File: config.mk
export PLATFORM = sky130hd
export DESIGN_NAME = bitsel_pipe
export DESIGN_NICKNAME = d
export VERILOG_FILES = /design/src/rtl/bitsel_pkg.sv /design/src/rtl/bitsel_stage.sv /design/src/rtl/bitsel_pipe.sv
export SDC_FILE = /design/constraint.sdc
export NUM_CORES = 1
export LEC_CHECK = 0
export ABC_CLOCK_PERIOD_IN_PS = 1900
export BUFFER_PORTS_ARGS = -buffer_cell sky130_fd_sc_hd__buf_4
export CAP_MARGIN = 20
export CORE_ASPECT_RATIO = 1.2
export CORE_MARGIN = 3
export CORE_UTILIZATION = 25
export CTS_CLUSTER_DIAMETER = 200
export DETAILED_ROUTE_END_ITERATION = 8
export HOLD_SLACK_MARGIN = 0.08
export SKIP_CTS_REPAIR_TIMING = 1
export SLEW_MARGIN = 20
export SYNTH_ARGS = -nofsm -noshare
export SYNTH_HDL_FRONTEND = slang
export SYNTH_SLANG_ARGS = --single-unit
File: constraint.sdc
create_clock -name clk -period 1.9 [get_ports clk]
set_input_delay 0.19 -clock clk [delete_from_list [all_inputs] [get_ports clk]]
set_output_delay 0.19 -clock clk [all_outputs]
set_load 0.05 [all_outputs]
File: src/rtl/bitsel_pkg.sv
// rtl/bitsel_pkg.sv - sizing helpers shared by the pipelined bit selector
package bitsel_pkg;

  // Default geometry: the 32:1 selector split into two-level register slices.
  localparam int DEF_WIDTH       = 32;
  localparam int DEF_LANES       = 1;
  localparam int DEF_LVL_PER_STG = 2;

  // Smallest r with 2**r >= v; clog2(1) = 0.
  function automatic int clog2(input int v);
    int r;
    r = 0;
    while ((1 << r) < v) begin
      r = r + 1;
    end
    return r;
  endfunction

  // Ceiling division for positive operands.
  function automatic int cdiv(input int a, input int b);
    return (a + b - 1) / b;
  endfunction

  // Number of candidates one slice folds into a single bit.
  function automatic int pow2(input int n);
    return 1 << n;
  endfunction

  // Select-index width for a lane word.
  function automatic int sel_w(input int width);
    return clog2(width);
  endfunction

  // Register slices needed to resolve every select bit.
  function automatic int stages(input int width, input int lvl_per_stg);
    return cdiv(clog2(width), lvl_per_stg);
  endfunction

  // Tree levels resolved by slice s; the last slice may take fewer.
  function automatic int stage_lvls(input int width, input int lvl_per_stg, input int s);
    int left;
    left = clog2(width) - s * lvl_per_stg;
    return (left < lvl_per_stg) ? left : lvl_per_stg;
  endfunction

endpackage

File: src/rtl/bitsel_stage.sv
// rtl/bitsel_stage.sv - one register slice of the radix-2 select tree
module bitsel_stage
  import bitsel_pkg::*;
#(
  parameter int IN_W = 4,
  parameter int LVLS = 2,
  parameter int SW   = 2,
  localparam int OUT_W = IN_W >> LVLS,
  localparam int SWO_W = (SW > LVLS) ? (SW - LVLS) : 1
) (
  input  logic             clk,
  input  logic             rst,
  input  logic             en_i,
  input  logic             valid_i,
  input  logic [IN_W-1:0]  cand_i,
  input  logic [SW-1:0]    sel_i,
  output logic             valid_o,
  output logic [OUT_W-1:0] cand_o,
  output logic [SWO_W-1:0] sel_o
);

  localparam int GRP = pow2(LVLS);

  logic [LVLS-1:0]  sel_lo;
  logic [OUT_W-1:0] cand_d;
  logic [SWO_W-1:0] sel_d;
  logic [OUT_W-1:0] cand_q;
  logic [SWO_W-1:0] sel_q;
  logic             valid_q;

  // The low LVLS select bits resolve LVLS tree levels at once: each group of
  // GRP adjacent candidates collapses to the one they address.
  assign sel_lo = sel_i[LVLS-1:0];

  for (genvar o = 0; o < OUT_W; o++) begin : g_grp
    logic [GRP-1:0] grp;
    assign grp       = cand_i[o*GRP +: GRP];
    assign cand_d[o] = grp[sel_lo];
  end

  // Bits not yet consumed ride along; the final slice carries a zero filler.
  if (SW > LVLS) begin : g_sel_shift
    assign sel_d = sel_i[SW-1:LVLS];
  end else begin : g_sel_done
    assign sel_d = '0;
  end

  // Slice register: loads only on the shared pipeline advance.
  always_ff @(posedge clk or posedge rst) begin
    if (rst) begin
      valid_q <= 1'b0;
      cand_q  <= '0;
      sel_q   <= '0;
    end else if (en_i) begin
      valid_q <= valid_i;
      cand_q  <= cand_d;
      sel_q   <= sel_d;
    end
  end

  assign valid_o = valid_q;
  assign cand_o  = cand_q;
  assign sel_o   = sel_q;

endmodule

File: src/rtl/bitsel_pipe.sv
// rtl/bitsel_pipe.sv - pipelined multi-lane single-bit selector with valid/ready
module bitsel_pipe
  import bitsel_pkg::*;
#(
  parameter int WIDTH       = DEF_WIDTH,
  parameter int LANES       = DEF_LANES,
  parameter int LVL_PER_STG = DEF_LVL_PER_STG
) (
  input  logic                          clk,
  input  logic                          rst,
  input  logic                          in_valid,
  output logic                          in_ready,
  input  logic [LANES*WIDTH-1:0]        in_data,
  input  logic [LANES*sel_w(WIDTH)-1:0] in_sel,
  input  logic                          in_rev,
  output logic                          out_valid,
  input  logic                          out_ready,
  output logic [LANES-1:0]              out_bit
);

  localparam int SEL_W  = sel_w(WIDTH);
  localparam int STAGES = stages(WIDTH, LVL_PER_STG);

  logic             adv;
  logic [LANES-1:0] lane_valid;

  // One global enable: the whole pipe moves together, so bubbles are kept
  // and every lane's valid chain stays identical.
  assign out_valid = &lane_valid;
  assign adv       = out_ready | ~out_valid;
  assign in_ready  = adv & ~rst;

  for (genvar k = 0; k < LANES; k++) begin : g_lane
    for (genvar s = 0; s < STAGES; s++) begin : g_stg
      localparam int LO  = s * LVL_PER_STG;
      localparam int LV  = stage_lvls(WIDTH, LVL_PER_STG, s);
      localparam int IW  = WIDTH >> LO;
      localparam int SWI = SEL_W - LO;
      localparam int OW  = IW >> LV;
      localparam int SWO = (SWI > LV) ? (SWI - LV) : 1;

      logic           valid_in;
      logic [IW-1:0]  cand_in;
      logic [SWI-1:0] sel_in;
      logic           valid_q;
      logic [OW-1:0]  cand_q;
      logic [SWO-1:0] sel_q;

      if (s == 0) begin : g_head
        // MSB-first indexing is just the one's complement of the index,
        // applied before the tree so it costs no latency.
        assign valid_in = in_valid;
        assign cand_in  = in_data[k*WIDTH +: WIDTH];
        assign sel_in   = in_sel[k*SEL_W +: SEL_W] ^ {SEL_W{in_rev}};
      end else begin : g_body
        assign valid_in = g_stg[s-1].valid_q;
        assign cand_in  = g_stg[s-1].cand_q;
        assign sel_in   = g_stg[s-1].sel_q;
      end

      bitsel_stage #(
        .IN_W (IW),
        .LVLS (LV),
        .SW   (SWI)
      ) u_stage (
        .clk     (clk),
        .rst     (rst),
        .en_i    (adv),
        .valid_i (valid_in),
        .cand_i  (cand_in),
        .sel_i   (sel_in),
        .valid_o (valid_q),
        .cand_o  (cand_q),
        .sel_o   (sel_q)
      );
    end

    // Last slice holds exactly one candidate: the selected bit, straight from a flop.
    assign out_bit[k]    = g_stg[STAGES-1].cand_q[0];
    assign lane_valid[k] = g_stg[STAGES-1].valid_q;

    logic lane_unused_sel;
    assign lane_unused_sel = ^g_stg[STAGES-1].sel_q;
  end

endmodule

### Word level (Yosys, flattened, before mapping)

Cells that the tools add are included.

| cells by class | value |
|---|---|
| magnitude comparators | 3 |
| muxes and demuxes | 22 |
| bitwise operators | 5 |

Operators by type and width:

| kind | count |
|---|---|
| binary-select mux 1 bit (select 2 bit) | 10 |
| 2-to-1 mux 1 bit | 12 |
| < comparator 2 x 3 -> 1 bit (second input constant) | 2 |
| XOR 5 bit | 1 |
| < comparator 1 x 2 -> 1 bit (second input constant) | 1 |
| inverter 1 bit | 2 |
| bitwise AND 1 bit | 1 |
| bitwise OR 1 bit | 1 |

| word-level totals | value |
|---|---|
| register bits | 18 |

### Logic depth before layout (Yosys ltp)

| logic depth | value |
|---|---|
| depth after elaboration | 3 |
| depth in mapped cells | 5 |
| depth with buffers taken out | 4 |

### Cells and area by module

A second synthesis with hierarchy kept.

| second synthesis, totals | value |
|---|---|
| cells, all modules | 90 |
| area, all modules | 1063.5 µm² |

By module, submodules not included:

| module | times used | cells an instance | area each (µm²) |
|---|---|---|---|
| bitsel_stage (g_lane[0].g_stg[0].u_stage) | 1 | 55 | 679.4 |
| bitsel_stage (g_lane[0].g_stg[1].u_stage) | 1 | 18 | 217.7 |
| bitsel_stage (g_lane[0].g_stg[2].u_stage) | 1 | 9 | 98.8 |
| bitsel_pipe | 1 | 8 | 67.6 |

### Least setup slack after synthesis

OpenSTA, ideal clock, no wires.

| path | value |
|---|---|
| kind | register to output |
| from | reg g_lane[0].g_stg[2].u_stage.valid_q |
| to | out in_ready |
| arrival | 1501 ps |
| slack | 209 ps |
| cell stages (with the launch flop) | 4 |
| buffers on the path | 1 |
| cell sequence | dfrtp_1 nand2b_1 clkbuf_1 and2_1 |

| between the ends | value |
|---|---|
| cells in the longest elaborated chain, start to end | 3 |

Ends and longest elaborated chain:

| element | line | source |
|---|---|---|
| start, declared | bitsel_stage.sv:29 | `logic valid_q;` |
| start signal, assigned | bitsel_stage.sv:55 | `valid_q <= valid_i;` |
| inverter 1 bit | bitsel_pipe.sv:30 | `assign adv = out_ready \| ~out_valid;` |
| bitwise OR 1 bit | bitsel_pipe.sv:30 |  |
| bitwise AND 1 bit | bitsel_pipe.sv:31 | `assign in_ready = adv & ~rst;` |
| end, declared | bitsel_pipe.sv:12 | `output logic in_ready,` |

No other way between the ends.

### Final worst setup path

Same ends and word-level chain as after synthesis.

==> results.cfg <==
[sta]
slew_headroom_pct = 71.5
setup_tns_ps = 0
fin_crit_ps = 1520
rsz0062_at_grt = no
finalMaxSlewViolations = 0
period_share_pct = 80.2
clock.fmax_ghz = 0.656
hold_viol_final = 0
worst_pin_slew_ps = 419
skew_ps = 0.586
setup_viol = 0

[synthesis]
ys_types = 25
ys_seq_elements = 18
yosysMostFrequentCell = dfrtp_1
synthCells = 93
synthTopCellsByArea = dfrtp_1 44%, a22oi_1 10%, mux2_2 5.5%
netlist_area_um2 = 1020
synthArstFlopShare_pct = 100
yosys-top-cells-count = 18 x dfrtp_1, 14 x a22oi_1, 13 x nor2_1
seq_area_frac_synth_pct = 44.0
synth-edff-count = 0
syn_area_per_cell_um2 = 11.0
yosys.area.top_type = dfrtp_1
yosysWarnings = 0
syn_nets = 135
ys.flop_type = dfrtp_1
yosysTopAreaCellShare_pct = 44.0

[cts]
path_clk_slew_ps = 60
cts.path.max_buffers = 2
clock_sinks = 18
insertion_delay_ps = 250
tritoncts = done
root_buffer = clkbuf_8
cts_made_buffers = 3
h-tree-depth = 1

[grt]
first_global_vias = 945
antenna_found_initial = 0
grt_pass1_wl_um = 4330
grt_usage_pct = 11.1
grt_max_degree = 21
grt_overflow_total = 0

[placement]
gp_congestion = 0.743
portBuffers = 44
hpwl_um = 2040

[critical_path]
worst_ep_required_time_ps = 1710
arrival_ps = 1330
cp-start-kind = flop
critPathKind = flop to output pin
worstPathMaxFanout = 12
crit_path_end_kind = output pin

[drt]
dr.pass1.iters = 3
wire_per_inst_um = 13.6
detail-route-antenna-nets = 0
drc = 0
wl_um = 2590
vias = 876
drt_first_iter_violations = 34
vias_per_cell = 4.61

[power_and_ir_drop]
p_clk_share_pct = 20.3
power.total_mw = 1.29
swShare_pct = 31.9
leakagePower_nw = 0.640
p_switching_uw = 413
seqPwrFrac_pct = 44.0
p_per_area_nw_per_um2 = 892
intPower_uw = 880
p_comb_share_pct = 35.8
ir_worst_vdd_mv = 0.334

[die]
rows = 24
die_x_um = 64.4
start_util_pct = 27.1
die_h_um = 76.1
fp.coreArea_um2 = 3780
io_pins = 45
die-area_um2 = 4900

[layout]
antenna_cells = 0
syn2layout_area_growth_pct = 41.7
layout.nets = 182
drive_gt1_share_pct = 45.7

[job]
max_cap_violations = 0

[status]
status = finished, final reports clean

[hold_path]
hold_class = primary input to flop
==> path summary, 6_finish.rpt <==
check                                                   start                                   end  slack (ps)  cells after the start
max                        g_lane[0].g_stg[2].u_stage.valid_o                              in_ready         380                      3
min reg2reg                g_lane[0].g_stg[1].u_stage.valid_o    g_lane[0].g_stg[2].u_stage.valid_o         460                      1
max reg2reg                g_lane[0].g_stg[2].u_stage.valid_o  g_lane[0].g_stg[0].u_stage.cand_o[0]         600                      4
max in group asynchronous                                 rst  g_lane[0].g_stg[0].u_stage.cand_o[0]        1170                      4
min                                                  in_valid    g_lane[0].g_stg[0].u_stage.valid_o         170                      2
min in group asynchronous                                 rst  g_lane[0].g_stg[0].u_stage.cand_o[4]         530                      4
==> kinds of logic after synthesis <==
| group | synth area share, % |
|---|---|
| AOI/OAI and AO/OA | 19.1 |
| and+or+nand+nor | 14.2 |
| DFF | 44.0 |
| muxes | 16.4 |
| buffers and inverters | 3.79 |
| xor gates and xnor gates | 2.57 |
==> area by class of cell <==
| class | count | area [µm²] |
|---|---|---|
| fill | 407 | 2330 |
| multi-input combinational | 69 | 534 |
| sequential | 18 | 450 |
| timing repair buffer | 47 | 355 |
| tap | 52 | 65.1 |
| clock buffer | 3 | 41.3 |
| inverter | 1 | 3.75 |
==> placed cells by master, fill, tap and decap left out <==
cell / n
nand2b_4: 2
inv_1: 1
buf_4: 46
mux2i_4: 1
or3_4: 1
a22oi_1: 14
nand2_4: 1
nand3_1: 1
mux2i_1: 3
nand2_1: 3
a21oi_1: 4
xnor2_1: 3
and2_1: 1
mux2i_2: 1
a31oi_1: 8
dfrtp_1: 18
nor3_1: 1
nand2b_1: 3
dlygate4sd3_1: 1
mux2_2: 5
nor2_1: 13
a211oi_1: 1
o22ai_2: 1
mux4_2: 2
clkbuf_8: 3
==> routing by layer <==
| metal | wire [µm] | global-route usage (%) |
|---|---|---|
| met1 | 1050 | 12.2 |
| met5 | 0 | 0 |
| met4 | 0 | 1.90 |
| met3 | 129 | 3.39 |
| met2 | 1400 | 20.7 |
==> state kept, by name, indices dropped and copies added (netlist names) <==
register / cells
g_lane.g_stg.u_stage.cand_o: 11
g_lane.g_stg.u_stage.sel_o: 4
g_lane.g_stg.u_stage.valid_o: 3
==> power by group through the flow <==
stage	sequential, mW	combinational, mW	clock [mW]
after floorplan	0.620	0.267	0
after global placement	0.574	0.452	0
after detailed placement	0.578	0.467	0
after CTS	0.571	0.467	0.272
after global routing	0.588	0.510	0.293
final	0.569	0.463	0.262
==> critical path: stages (launching register included) <==
cell      delay [ps]
dfrtp_1          380
nand2b_1         330
and2_1           190
buf_4            190
==> metrics by stage <==
step           hold WS (ps)  setup WS (ps)  instance area [µm²]  std cells  util (%)
2_1_floorplan           134            209                 1020         93         -
3_3_place_gp            236            621                 1400        186      37.0
3_5_place_dp            242            581                 1400        186      37.0
4_1_cts               -27.1            352                 1440        189      38.1
5_1_grt                 173            244                 1450        190      38.3
6_report                174            376                 1450        190      38.3
No activity file was read; power rests on OpenSTA's default activity.
